==> config.mk <==
export PLATFORM = sky130hd
export DESIGN_NAME = id_enroll_flat
export DESIGN_NICKNAME = d
export VERILOG_FILES = /design/src/rtl/id_table_pkg.sv /design/src/rtl/id_enroll_if.sv /design/src/rtl/id_enroll_digit_collect.sv /design/src/rtl/id_enroll.sv /design/src/flat_wrapper.sv
export SDC_FILE = /design/constraint.sdc
export NUM_CORES = 1
export LEC_CHECK = 0
export BUFFER_PORTS_ARGS = -buffer_cell sky130_fd_sc_hd__buf_4
export CORE_MARGIN = 8
export CORE_UTILIZATION = 40
export DETAILED_ROUTE_END_ITERATION = 12
export SLEW_MARGIN = 0
export SYNTH_ARGS = -nofsm -noshare
export SYNTH_HDL_FRONTEND = slang
export SYNTH_SLANG_ARGS = --single-unit
==> constraint.sdc <==
create_clock -name clk -period 3 [get_ports clk]
set_input_delay 0.6 -clock clk [delete_from_list [all_inputs] [get_ports clk]]
set_output_delay 0.6 -clock clk [all_outputs]
set_load 0.05 [all_outputs]
==> src/rtl/id_table_pkg.sv <==
// Shared definitions for the player-ID table: sentinel/guest IDs, failure codes and FSM encodings.
// The enrollment writer and the login checker both import this package.
package id_table_pkg;

  localparam int DEPTH_DEF  = 8;
  localparam int ADDR_W_DEF = 5;
  localparam int RD_LAT_DEF = 2;

  localparam logic [15:0] SENTINEL_ID = 16'hFFFF;
  localparam logic [15:0] GUEST_ID    = 16'h8888;

  typedef enum logic [1:0] {
    FC_NONE     = 2'd0,
    FC_RESERVED = 2'd1,
    FC_DUP      = 2'd2,
    FC_FULL     = 2'd3
  } fail_code_t;

  typedef enum logic [1:0] {
    DIGIT1,
    DIGIT2,
    DIGIT3,
    DIGIT4
  } digit_state_t;

  // ST_IDLE is the enrollment side's view of DIGIT1..DIGIT4 (collector active).
  typedef enum logic [3:0] {
    ST_IDLE,
    ST_VALIDATE,
    ST_FETCH,
    ST_WAIT1,
    ST_WAIT2,
    ST_CATCH,
    ST_COMPARE,
    ST_WRITE_ID,
    ST_WRITE_SENT,
    ST_DONE,
    ST_FAIL
  } enroll_state_t;

  // IDs that can never be stored: the end-of-table marker and the guest login.
  function automatic logic is_reserved_id(input logic [15:0] id);
    return (id == SENTINEL_ID) || (id == GUEST_ID);
  endfunction

endpackage

==> src/rtl/id_enroll_if.sv <==
// ID RAM port bundle: the enrollment writer is the master, the table RAM the slave.
interface id_enroll_if
  import id_table_pkg::*;
#(
  parameter int ADDR_W = ADDR_W_DEF
);

  logic [ADDR_W-1:0] ID_RAMaddr;
  logic [15:0]       ID_RAMwdata;
  logic              ID_RAMwe;
  logic [15:0]       ID_RAMrdata;

  modport master (
    output ID_RAMaddr,
    output ID_RAMwdata,
    output ID_RAMwe,
    input  ID_RAMrdata
  );

  modport slave (
    input  ID_RAMaddr,
    input  ID_RAMwdata,
    input  ID_RAMwe,
    output ID_RAMrdata
  );

endinterface

==> src/rtl/id_enroll_digit_collect.sv <==
// Four-nibble keypad capture with cancel; emits the assembled 16-bit ID and a one-cycle id_valid.
// Inputs are ignored while hold is high or while id_valid is being presented.
module id_digit_collect
  import id_table_pkg::*;
(
  input  logic        clk,
  input  logic        rst,
  input  logic [3:0]  digit,
  input  logic        enter,
  input  logic        cancel,
  input  logic        hold,
  output logic [15:0] id,
  output logic        id_valid
);

  digit_state_t state, state_nx;
  logic         accept;
  logic         take;

  assign accept = !hold && !id_valid;
  assign take   = accept && !cancel && enter;

  always_comb begin
    state_nx = state;
    if (accept && cancel) begin
      state_nx = DIGIT1;
    end else if (take) begin
      case (state)
        DIGIT1: state_nx = DIGIT2;
        DIGIT2: state_nx = DIGIT3;
        DIGIT3: state_nx = DIGIT4;
        DIGIT4: state_nx = DIGIT1;
      endcase
    end
  end

  // NOTE: registers use non-blocking assignment so every flop samples pre-edge values.
  always_ff @(posedge clk) begin
    if (!rst) begin
      state    <= DIGIT1;
      id       <= '0;
      id_valid <= 1'b0;
    end else begin
      state    <= state_nx;
      id_valid <= take && (state == DIGIT4);
      if (take) begin
        case (state)
          DIGIT1: id[15:12] <= digit;
          DIGIT2: id[11:8]  <= digit;
          DIGIT3: id[7:4]   <= digit;
          DIGIT4: id[3:0]   <= digit;
        endcase
      end
    end
  end

endmodule

==> src/rtl/id_enroll.sv <==
// Player-ID table writer: validates a keyed-in ID, scans the RAM for duplicates and the
// end-of-table sentinel, stores the ID in the sentinel slot and re-terminates the table.
module id_enroll
  import id_table_pkg::*;
#(
  parameter  int DEPTH  = DEPTH_DEF,
  parameter  int ADDR_W = ADDR_W_DEF,
  parameter  int RD_LAT = RD_LAT_DEF,   // must be >= 2: WAIT1 plus at least one WAIT2
  localparam int IDX_W  = $clog2(DEPTH)
)(
  input  logic             clk,
  input  logic             rst,
  input  logic [3:0]       PlayerID,
  input  logic             Enroll_enter,
  input  logic             Cancel,
  id_enroll_if.master      ram,
  output logic             Busy,
  output logic             EnrollDone,
  output logic             EnrollFail,
  output logic [1:0]       FailCode,
  output logic [IDX_W-1:0] NewInternalID
);

  enroll_state_t    state, state_nx;
  fail_code_t       fail_code, fail_code_nx;
  logic [IDX_W-1:0] idx;
  logic [IDX_W-1:0] new_internal_id;
  logic [3:0]       wait_cnt;
  logic [15:0]      rdata_q;
  logic [15:0]      new_id;
  logic             id_valid;
  logic             busy, done, fail, legal;
  logic             last_slot;

  id_digit_collect u_collect (
    .clk      (clk),
    .rst      (rst),
    .digit    (PlayerID),
    .enter    (Enroll_enter),
    .cancel   (Cancel),
    .hold     (busy),
    .id       (new_id),
    .id_valid (id_valid)
  );

  assign last_slot = (idx == IDX_W'(DEPTH - 1));

  // NOTE: every variable gets a default before the case so no path infers a latch.
  always_comb begin
    state_nx     = state;
    fail_code_nx = FC_NONE;
    busy         = 1'b1;
    done         = 1'b0;
    fail         = 1'b0;
    legal        = 1'b1;
    case (state)
      ST_IDLE: begin
        busy = 1'b0;
        if (id_valid) state_nx = ST_VALIDATE;
      end
      ST_VALIDATE: begin
        if (is_reserved_id(new_id)) begin
          state_nx     = ST_FAIL;
          fail_code_nx = FC_RESERVED;
        end else begin
          state_nx = ST_FETCH;
        end
      end
      ST_FETCH: state_nx = ST_WAIT1;
      ST_WAIT1: state_nx = ST_WAIT2;
      ST_WAIT2: if (wait_cnt == 4'(RD_LAT - 2)) state_nx = ST_CATCH;
      ST_CATCH: state_nx = ST_COMPARE;
      ST_COMPARE: begin
        // A last slot without the sentinel means a broken table; treat it as full.
        if (rdata_q == new_id) begin
          state_nx     = ST_FAIL;
          fail_code_nx = FC_DUP;
        end else if (last_slot) begin
          state_nx     = ST_FAIL;
          fail_code_nx = FC_FULL;
        end else if (rdata_q == SENTINEL_ID) begin
          state_nx = ST_WRITE_ID;
        end else begin
          state_nx = ST_FETCH;
        end
      end
      ST_WRITE_ID:   state_nx = ST_WRITE_SENT;
      ST_WRITE_SENT: state_nx = ST_DONE;
      ST_DONE: begin
        done     = 1'b1;
        state_nx = ST_IDLE;
      end
      ST_FAIL: begin
        fail     = 1'b1;
        state_nx = ST_IDLE;
      end
      default: begin
        busy     = 1'b0;
        legal    = 1'b0;
        state_nx = ST_IDLE;
      end
    endcase
  end

  always_ff @(posedge clk) begin
    if (!rst) state <= ST_IDLE;
    else      state <= state_nx;
  end

  // An undefined state clears the datapath exactly as reset would.
  always_ff @(posedge clk) begin
    if (!rst || !legal) begin
      ram.ID_RAMaddr  <= '0;
      ram.ID_RAMwdata <= '0;
      ram.ID_RAMwe    <= 1'b0;
      fail_code       <= FC_NONE;
      new_internal_id <= '0;
      idx             <= '0;
      wait_cnt        <= '0;
      rdata_q         <= '0;
    end else begin
      ram.ID_RAMwe <= 1'b0;
      wait_cnt     <= (state == ST_WAIT2) ? wait_cnt + 4'd1 : 4'd0;
      case (state)
        ST_VALIDATE: idx <= '0;
        ST_FETCH:    ram.ID_RAMaddr <= ADDR_W'(idx);
        ST_CATCH:    rdata_q <= ram.ID_RAMrdata;
        ST_COMPARE:  if (state_nx == ST_FETCH) idx <= idx + IDX_W'(1);
        default: ;
      endcase
      // Write strobes are registered on entry so we is high only in the two write states.
      case (state_nx)
        ST_WRITE_ID: begin
          ram.ID_RAMaddr  <= ADDR_W'(idx);
          ram.ID_RAMwdata <= new_id;
          ram.ID_RAMwe    <= 1'b1;
        end
        ST_WRITE_SENT: begin
          ram.ID_RAMaddr  <= ADDR_W'(idx + IDX_W'(1));
          ram.ID_RAMwdata <= SENTINEL_ID;
          ram.ID_RAMwe    <= 1'b1;
        end
        ST_DONE: begin
          new_internal_id <= idx;
          fail_code       <= FC_NONE;
        end
        ST_FAIL: fail_code <= fail_code_nx;
        default: ;
      endcase
    end
  end

  assign Busy          = busy;
  assign EnrollDone    = done;
  assign EnrollFail    = fail;
  assign FailCode      = fail_code;
  assign NewInternalID = new_internal_id;

endmodule
==> src/flat_wrapper.sv <==
// flat-port wrapper written by rule: the top's interface ports become plain ports
module id_enroll_flat import id_table_pkg::*;
#(
  parameter  int DEPTH  = DEPTH_DEF,
  parameter  int ADDR_W = ADDR_W_DEF,
  parameter  int RD_LAT = RD_LAT_DEF,                                                 
  localparam int IDX_W  = $clog2(DEPTH)
)
  (clk, rst, PlayerID, Enroll_enter, Cancel, Busy, EnrollDone, EnrollFail, FailCode, NewInternalID, ram_ID_RAMaddr, ram_ID_RAMwdata, ram_ID_RAMwe, ram_ID_RAMrdata);
  id_enroll_if #(.ADDR_W(ADDR_W)) ram_i ();
  input  logic clk;
  input  logic rst;
  input  logic [3:0] PlayerID;
  input  logic Enroll_enter;
  input  logic Cancel;
  output logic Busy;
  output logic EnrollDone;
  output logic EnrollFail;
  output logic [1:0] FailCode;
  output logic [IDX_W-1:0] NewInternalID;
  output wire logic [$bits(ram_i.ID_RAMaddr)-1:0] ram_ID_RAMaddr;
  output wire logic [$bits(ram_i.ID_RAMwdata)-1:0] ram_ID_RAMwdata;
  output wire logic [$bits(ram_i.ID_RAMwe)-1:0] ram_ID_RAMwe;
  input wire logic [$bits(ram_i.ID_RAMrdata)-1:0] ram_ID_RAMrdata;
  assign ram_ID_RAMaddr = ram_i.ID_RAMaddr;
  assign ram_ID_RAMwdata = ram_i.ID_RAMwdata;
  assign ram_ID_RAMwe = ram_i.ID_RAMwe;
  assign ram_i.ID_RAMrdata = ram_ID_RAMrdata;
  id_enroll #(.DEPTH(DEPTH), .ADDR_W(ADDR_W), .RD_LAT(RD_LAT)) u_core (.clk(clk), .rst(rst), .PlayerID(PlayerID), .Enroll_enter(Enroll_enter), .Cancel(Cancel), .ram(ram_i), .Busy(Busy), .EnrollDone(EnrollDone), .EnrollFail(EnrollFail), .FailCode(FailCode), .NewInternalID(NewInternalID));
endmodule
==> results of run 1 <==
==> cell type report <==
| cell class | count | area (um2) | share of cell area [%] |
|---|---|---|---|
| Timing Repair Buffer | 58 | 435 | 10.9 |
| Clock buffer | 9 | 124 | 3.11 |
| Multi-Input combinational cell | 281 | 1730 | 43.5 |
| Tap cell | 105 | 131 | 3.30 |
| Clock inverter | 7 | 96.3 | 2.42 |
| Sequential cell | 72 | 1440 | 36.2 |
| Inverter | 6 | 22.5 | 0.565 |
==> registers in the layout (all words and copies together), names as in the netlist <==
| register | flops |
|---|---|
| u_core.ram.ID_RAMaddr | 4 |
| u_core.rdata_q | 16 |
| u_core.state | 4 |
| u_core.ram.ID_RAMwdata | 16 |
| u_core.wait_cnt | 4 |
| u_core.u_collect.state | 2 |
| u_core.NewInternalID | 3 |
| u_core.idx | 3 |
| u_core.ram.ID_RAMwe | 1 |
| u_core.u_collect.id_valid | 1 |
| u_core.u_collect.id | 16 |
| u_core.FailCode | 2 |
==> cells in the mapped netlist (all sizes together) (9+ instances only) <==
library cell	count	area, um2
nor2b	17	106
mux2i	19	190
a31oi	17	106
xor2	17	149
o21ai	9	45.0
ha	9	113
nor2	18	67.6
a21oi	25	129
clkbuf	17	68.8
and2	10	62.6
dfxtp	72	1440
nand2	71	267
nand3	10	50.1
==> worst min-delay path by stage <==
stage	from	end	slack, ns	cells past startpoint
2_1_floorplan	u_core.wait_cnt[0]	u_core.wait_cnt[0]	0.43	1
3_3_place_gp	u_core.wait_cnt[0]	u_core.wait_cnt[0]	0.44	1
3_5_place_dp	u_core.ram.ID_RAMaddr[3]	u_core.ram.ID_RAMaddr[3]	0.47	2
4_1_cts	ram_ID_RAMrdata[2]	u_core.rdata_q[2]	0.47	3
5_1_grt	ram_ID_RAMrdata[2]	u_core.rdata_q[2]	0.48	3
6_report	u_core.ram.ID_RAMaddr[3]	u_core.ram.ID_RAMaddr[3]	0.48	2
==> cell families after synthesis <==
kind of cell	Yosys count	share of synthesized area, %
adder cells (fa/ha/maj)	9	3.40
buffers and inverters	31	4.26
AND/OR/NAND/NOR	172	27.1
multiplexers	20	6.07
flip-flops	72	43.5
XOR/XNOR	18	4.75
AO/OA/AOI/OAI	61	10.9
other	1	0.113
==> stage by stage <==
stage / cell area, um2 / hold slack, ns / util (%)
2_1_floorplan: 3320 / 0.430 / -
3_3_place_gp: 3760 / 0.442 / 46.3
3_5_place_dp: 3760 / 0.466 / 46.3
4_1_cts: 3990 / 0.471 / 49.0
5_1_grt: 3990 / 0.477 / 49.0
6_report: 3990 / 0.477 / 49.0
==> where the power goes <==
part,internal (uW),leakage [uW],switching (uW)
sequential,959,0.000580,7.97
clock,467,0.000101,377
combinational,41.0,0.000864,41.6
total,1470,0.00155,427
==> critical path, cell delays in order, from the launching register on <==
cell and delay [ns]:
dfxtp_1 0.36, ha_1 0.22, ha_1 0.25, nand4b_1 0.18, nor2_1 0.13, or4b_4 0.49
or3b_1 0.47, buf_4 0.24, a21oi_1 0.15, o21a_1 0.12
==> per-layer routing <==
metal / vias up / routed length (um)
met1: 1230 / 4090
met3: 11 / 547
met4: 0 / 165
li1: 1413 / -
met2: 84 / 3320
met5: - / 0
==> metrics.txt, run 1 <==
Post-CTS Hold Buffers=0; Synthesized Nets=about 420; Pwr Density=between 400 and 500 mW/mm2; clock skew=roughly 0.011 ns; Tot Pwr=between 1500 and 2000 uW; Peak VDD IR=between 0.15 and 0.2 mV; Die Footprint=around 0.011 mm2; CTS Buf Count=9; max-cap viol count=0; leakage power=between 0.0015 and 0.002 uW; number of placement rows=33; commonest non-fill, non-tap cells in the layout=dfxtp_1 (72), nand2_1 (71), buf_4 (58), a21oi_1 (24), mux2i_1 (19); number of I/O port buffers=52; die width=107 um; Post-CTS Setup Repair Bufs=0; worst hold path class=reg -> reg; Post-CTS Resized=0; Iteration-0 DRC Markers=between 150 and 200; syn avg cell area=8.64 um2; Final Hold Fails=0; CP Launch Point=u_core.idx[0]; Crit Path Category=reg -> reg; Setup crit end=u_core.state[0]; Ports=between 50 and 60; routability cong.=0.873; root buf cell=clkbuf_8; initial antenna violation count=0; Area Growth Syn to Fin=20.1%; share of cells above drive strength 1=19.9%; synthesized area=0.00332 mm2; fraction of registers with async set/reset=0%; unrepaired setup endpoints after global routing=false; R2R Setup Slk=0.32 ns; Core Box Area=0.00813 mm2; Tcrit/Tclk final=roughly 89%; met2 Track Usage GR=between 20% and 30%; GR peak layer=met2; Crit Path Max Fanout=19; total track usage=between 10% and 20%; synth warn=0; final setup margin=0.323 ns; placed cell count=around 520; # setup viols final=0; r2r startpoint=u_core.idx[0]; data required time of the critical path=approximately 3.3 ns; Seq/Total Area, Yosys=a little over two fifths; distinct cell type count after synthesis=46; remaining antenna violation count=0; FMAX=374 MHz; CTS Sinks=72; Period minus WS final=between 2 and 3 ns; most common cell after layout, fill and taps aside=dfxtp_1; GRT overflow=0; slew margin rel.=between 50% and 60%; worst reg-to-reg path cell count=9; final net count=~460; status=finished clean; Avg Vias per Cell=roughly 5; Setup TNS=0 ns; H-Tree Level Count=3; max-slew violations=0; M3 GR Usage=under 10%; Synth Register Bits=72; vias in the first global route=roughly 2,700; DRT Pass-1 Iters=4; GR Util met1=between 15 and 20%; via count=~2,700; arrival time at the worst endpoint=around 3.0 ns; wire length after detailed routing=between 8 and 9 mm; Fillers=~820; DRC=0; Worst setup SP type=register; worst r2r dst=u_core.state[0]; Max Root-Sink Buffers=2; Initial Util=between 40% and 50%; Synth Instances=roughly 380; number of flops mapped to enable cells by yosys=0; Detailed Place HPWL=roughly 6 mm; largest net degree at the start of global routing=27; height of the die=107 um; clock-pin slew on the worst setup and hold paths=approximately 0.08 ns; CTS tree=done; Main synth FF type=dfxtp_1; worst slew pin tran=about 0.64 ns; ant diodes=0; first-pass GRT wire length=between 10 and 15 mm; pre-CTS WS=~0.37 ns; crit end category=register; Post-Layout Cell Count=between 500 and 600; routed length per instance=roughly 15 um; clock insertion delay at the later pin of the skew report=around 0.36 ns
Note: power is estimated with default switching activity, not from simulation.
==> run 2: changes to the inputs <==
CELL_PAD_IN_SITES_DETAIL_PLACEMENT = 1   (was unset)
CELL_PAD_IN_SITES_GLOBAL_PLACEMENT = 1   (was unset)
PLACE_DENSITY_LB_ADDON = 0.1   (was unset)
==> metrics.txt, run 2 (synthesized netlist as in run 1, its figures left out) <==
status=finished clean; CTS Sinks=72; # setup viols final=0; worst r2r dst=u_core.ram.ID_RAMwdata[15]; worst slew pin tran=~0.68 ns; clock insertion delay at the later pin of the skew report=around 0.35 ns; Peak VDD IR=approximately 0.24 mV; max-cap viol count=0; number of placement rows=33; die width=roughly 110 um; Avg Vias per Cell=5.22; Period minus WS final=2.73 ns; worst reg-to-reg path cell count=9; Detailed Place HPWL=a little under 7 mm; most common cell after layout, fill and taps aside=dfxtp_1; Crit Path Category=reg -> reg; Post-CTS Hold Buffers=0; Ports=54; Final Hold Fails=0; Pwr Density=479 mW/mm2; final net count=between 400 and 500; slew margin rel.=between 50% and 60%; Sequential Power Share=50.8%; total track usage=between 10% and 20%; Tot Pwr=1900 uW; commonest non-fill, non-tap cells in the layout=dfxtp_1 (72), nand2_1 (71), buf_4 (57), a21oi_1 (24), mux2i_1 (19); DRC=0; Tcrit/Tclk final=91.0%; ant diodes=0; vias in the first global route=about 2,900; CTS tree=done; Core Box Area=0.00813 mm2; clock share of power=~45%; FMAX=366 MHz; worst hold path class=reg -> reg; sw frac=around 23%; height of the die=107 um; Die Footprint=0.0115 mm2; Worst setup SP type=register; r2r startpoint=u_core.idx[0]; share of cells above drive strength 1=~20%; GRT overflow=0; first-pass GRT wire length=approximately 15 mm; CP Launch Point=u_core.idx[0]; Initial Util=just over 40%; Comb power frac=under 10%; Max Root-Sink Buffers=2; Setup TNS=0 ns; crit end category=register; Post-CTS Setup Repair Bufs=0; wire length after detailed routing=a little over 9 mm; clock skew=~0.013 ns; data required time of the critical path=~3.2 ns; Iteration-0 DRC Markers=approximately 100; R2R Setup Slk=approximately 0.27 ns; unrepaired setup endpoints after global routing=false; H-Tree Level Count=3; CTS Buf Count=9; routability cong.=~0.81; biggest regs=u_core.ram.ID_RAMwdata x16, u_core.rdata_q x16, u_core.u_collect.id x16; largest net degree at the start of global routing=38; DRT Pass-1 Iters=4; via count=roughly 2,800; initial antenna violation count=0; remaining antenna violation count=0; routed length per instance=between 15 and 20 um; Area Growth Syn to Fin=19.9%; leakage power=around 0.0015 uW; max-slew violations=0; Post-CTS Resized=0; clock-pin slew on the worst setup and hold paths=0.08 ns; Setup crit end=u_core.ram.ID_RAMwdata[15]; number of I/O port buffers=52; Cells on Worst Hold Path=1; arrival time at the worst endpoint=~2.9 ns; Psw=437 uW; internal power=between 1000 and 1500 uW; Crit Path Max Fanout=18; root buf cell=clkbuf_8
[run 2: power groups by stage]
stage                     clock network (uW)  logic, uW  registers [uW]
after floorplan                            0       47.1             986
after global placement                     0       81.8             990
after detailed placement                   0       84.4             990
after CTS                                875       84.7             967
after global routing                     922       91.4             968
final                                    853       83.5             967
[run 2: layout make-up]
cell class	instances	area (um2)
clock buffer	9	124
clock inverter	7	96.3
fill	985	4160
inverter	6	22.5
multi-input combinational	281	1730
sequential	72	1440
tap	105	131
timing repair buffer	57	428
[run 2: how the worst min path moves through the flow]
stage / slack (ns) / endpoint / from
2_1_floorplan: 0.43 / u_core.wait_cnt[0] / u_core.wait_cnt[0]
3_3_place_gp: 0.45 / u_core.wait_cnt[0] / u_core.wait_cnt[0]
3_5_place_dp: 0.46 / u_core.wait_cnt[0] / u_core.wait_cnt[0]
4_1_cts: 0.48 / u_core.wait_cnt[0] / u_core.wait_cnt[0]
5_1_grt: 0.49 / u_core.rdata_q[0] / ram_ID_RAMrdata[0]
6_report: 0.47 / u_core.wait_cnt[0] / u_core.wait_cnt[0]
[run 2: through the flow]
step	utilization (%)	setup WS, ns	hold WS, ns	instances	instance area, um2
floorplan	-	0.582	0.430	384	3320
global placement	46.2	0.402	0.448	521	3760
CTS	48.9	0.236	0.480	537	3980
finish	48.9	0.269	0.470	537	3980
detailed placement	46.2	0.266	0.461	521	3760
global route	48.9	0.0840	0.495	537	3980
[run 2: critical path, stage by stage, from the launching register on]
cell	delay, ns
dfxtp_1	0.37
ha_1	0.22
ha_1	0.25
nand4b_1	0.18
nor2_1	0.14
or4b_4	0.49
or3b_1	0.49
buf_4	0.25
nand2_1	0.08
a31oi_1	0.08
[run 2: per-layer routing]
layer	wire, um	part of all wire [%]	track usage (%)	vias to the layer above
met5	0	0	0	-
met1	4730	52	22.9	1323
met3	422	4.6	3.72	10
met2	3880	42	24.6	64
li1	-	-	-	1408
met4	94	1.0	4.92	0
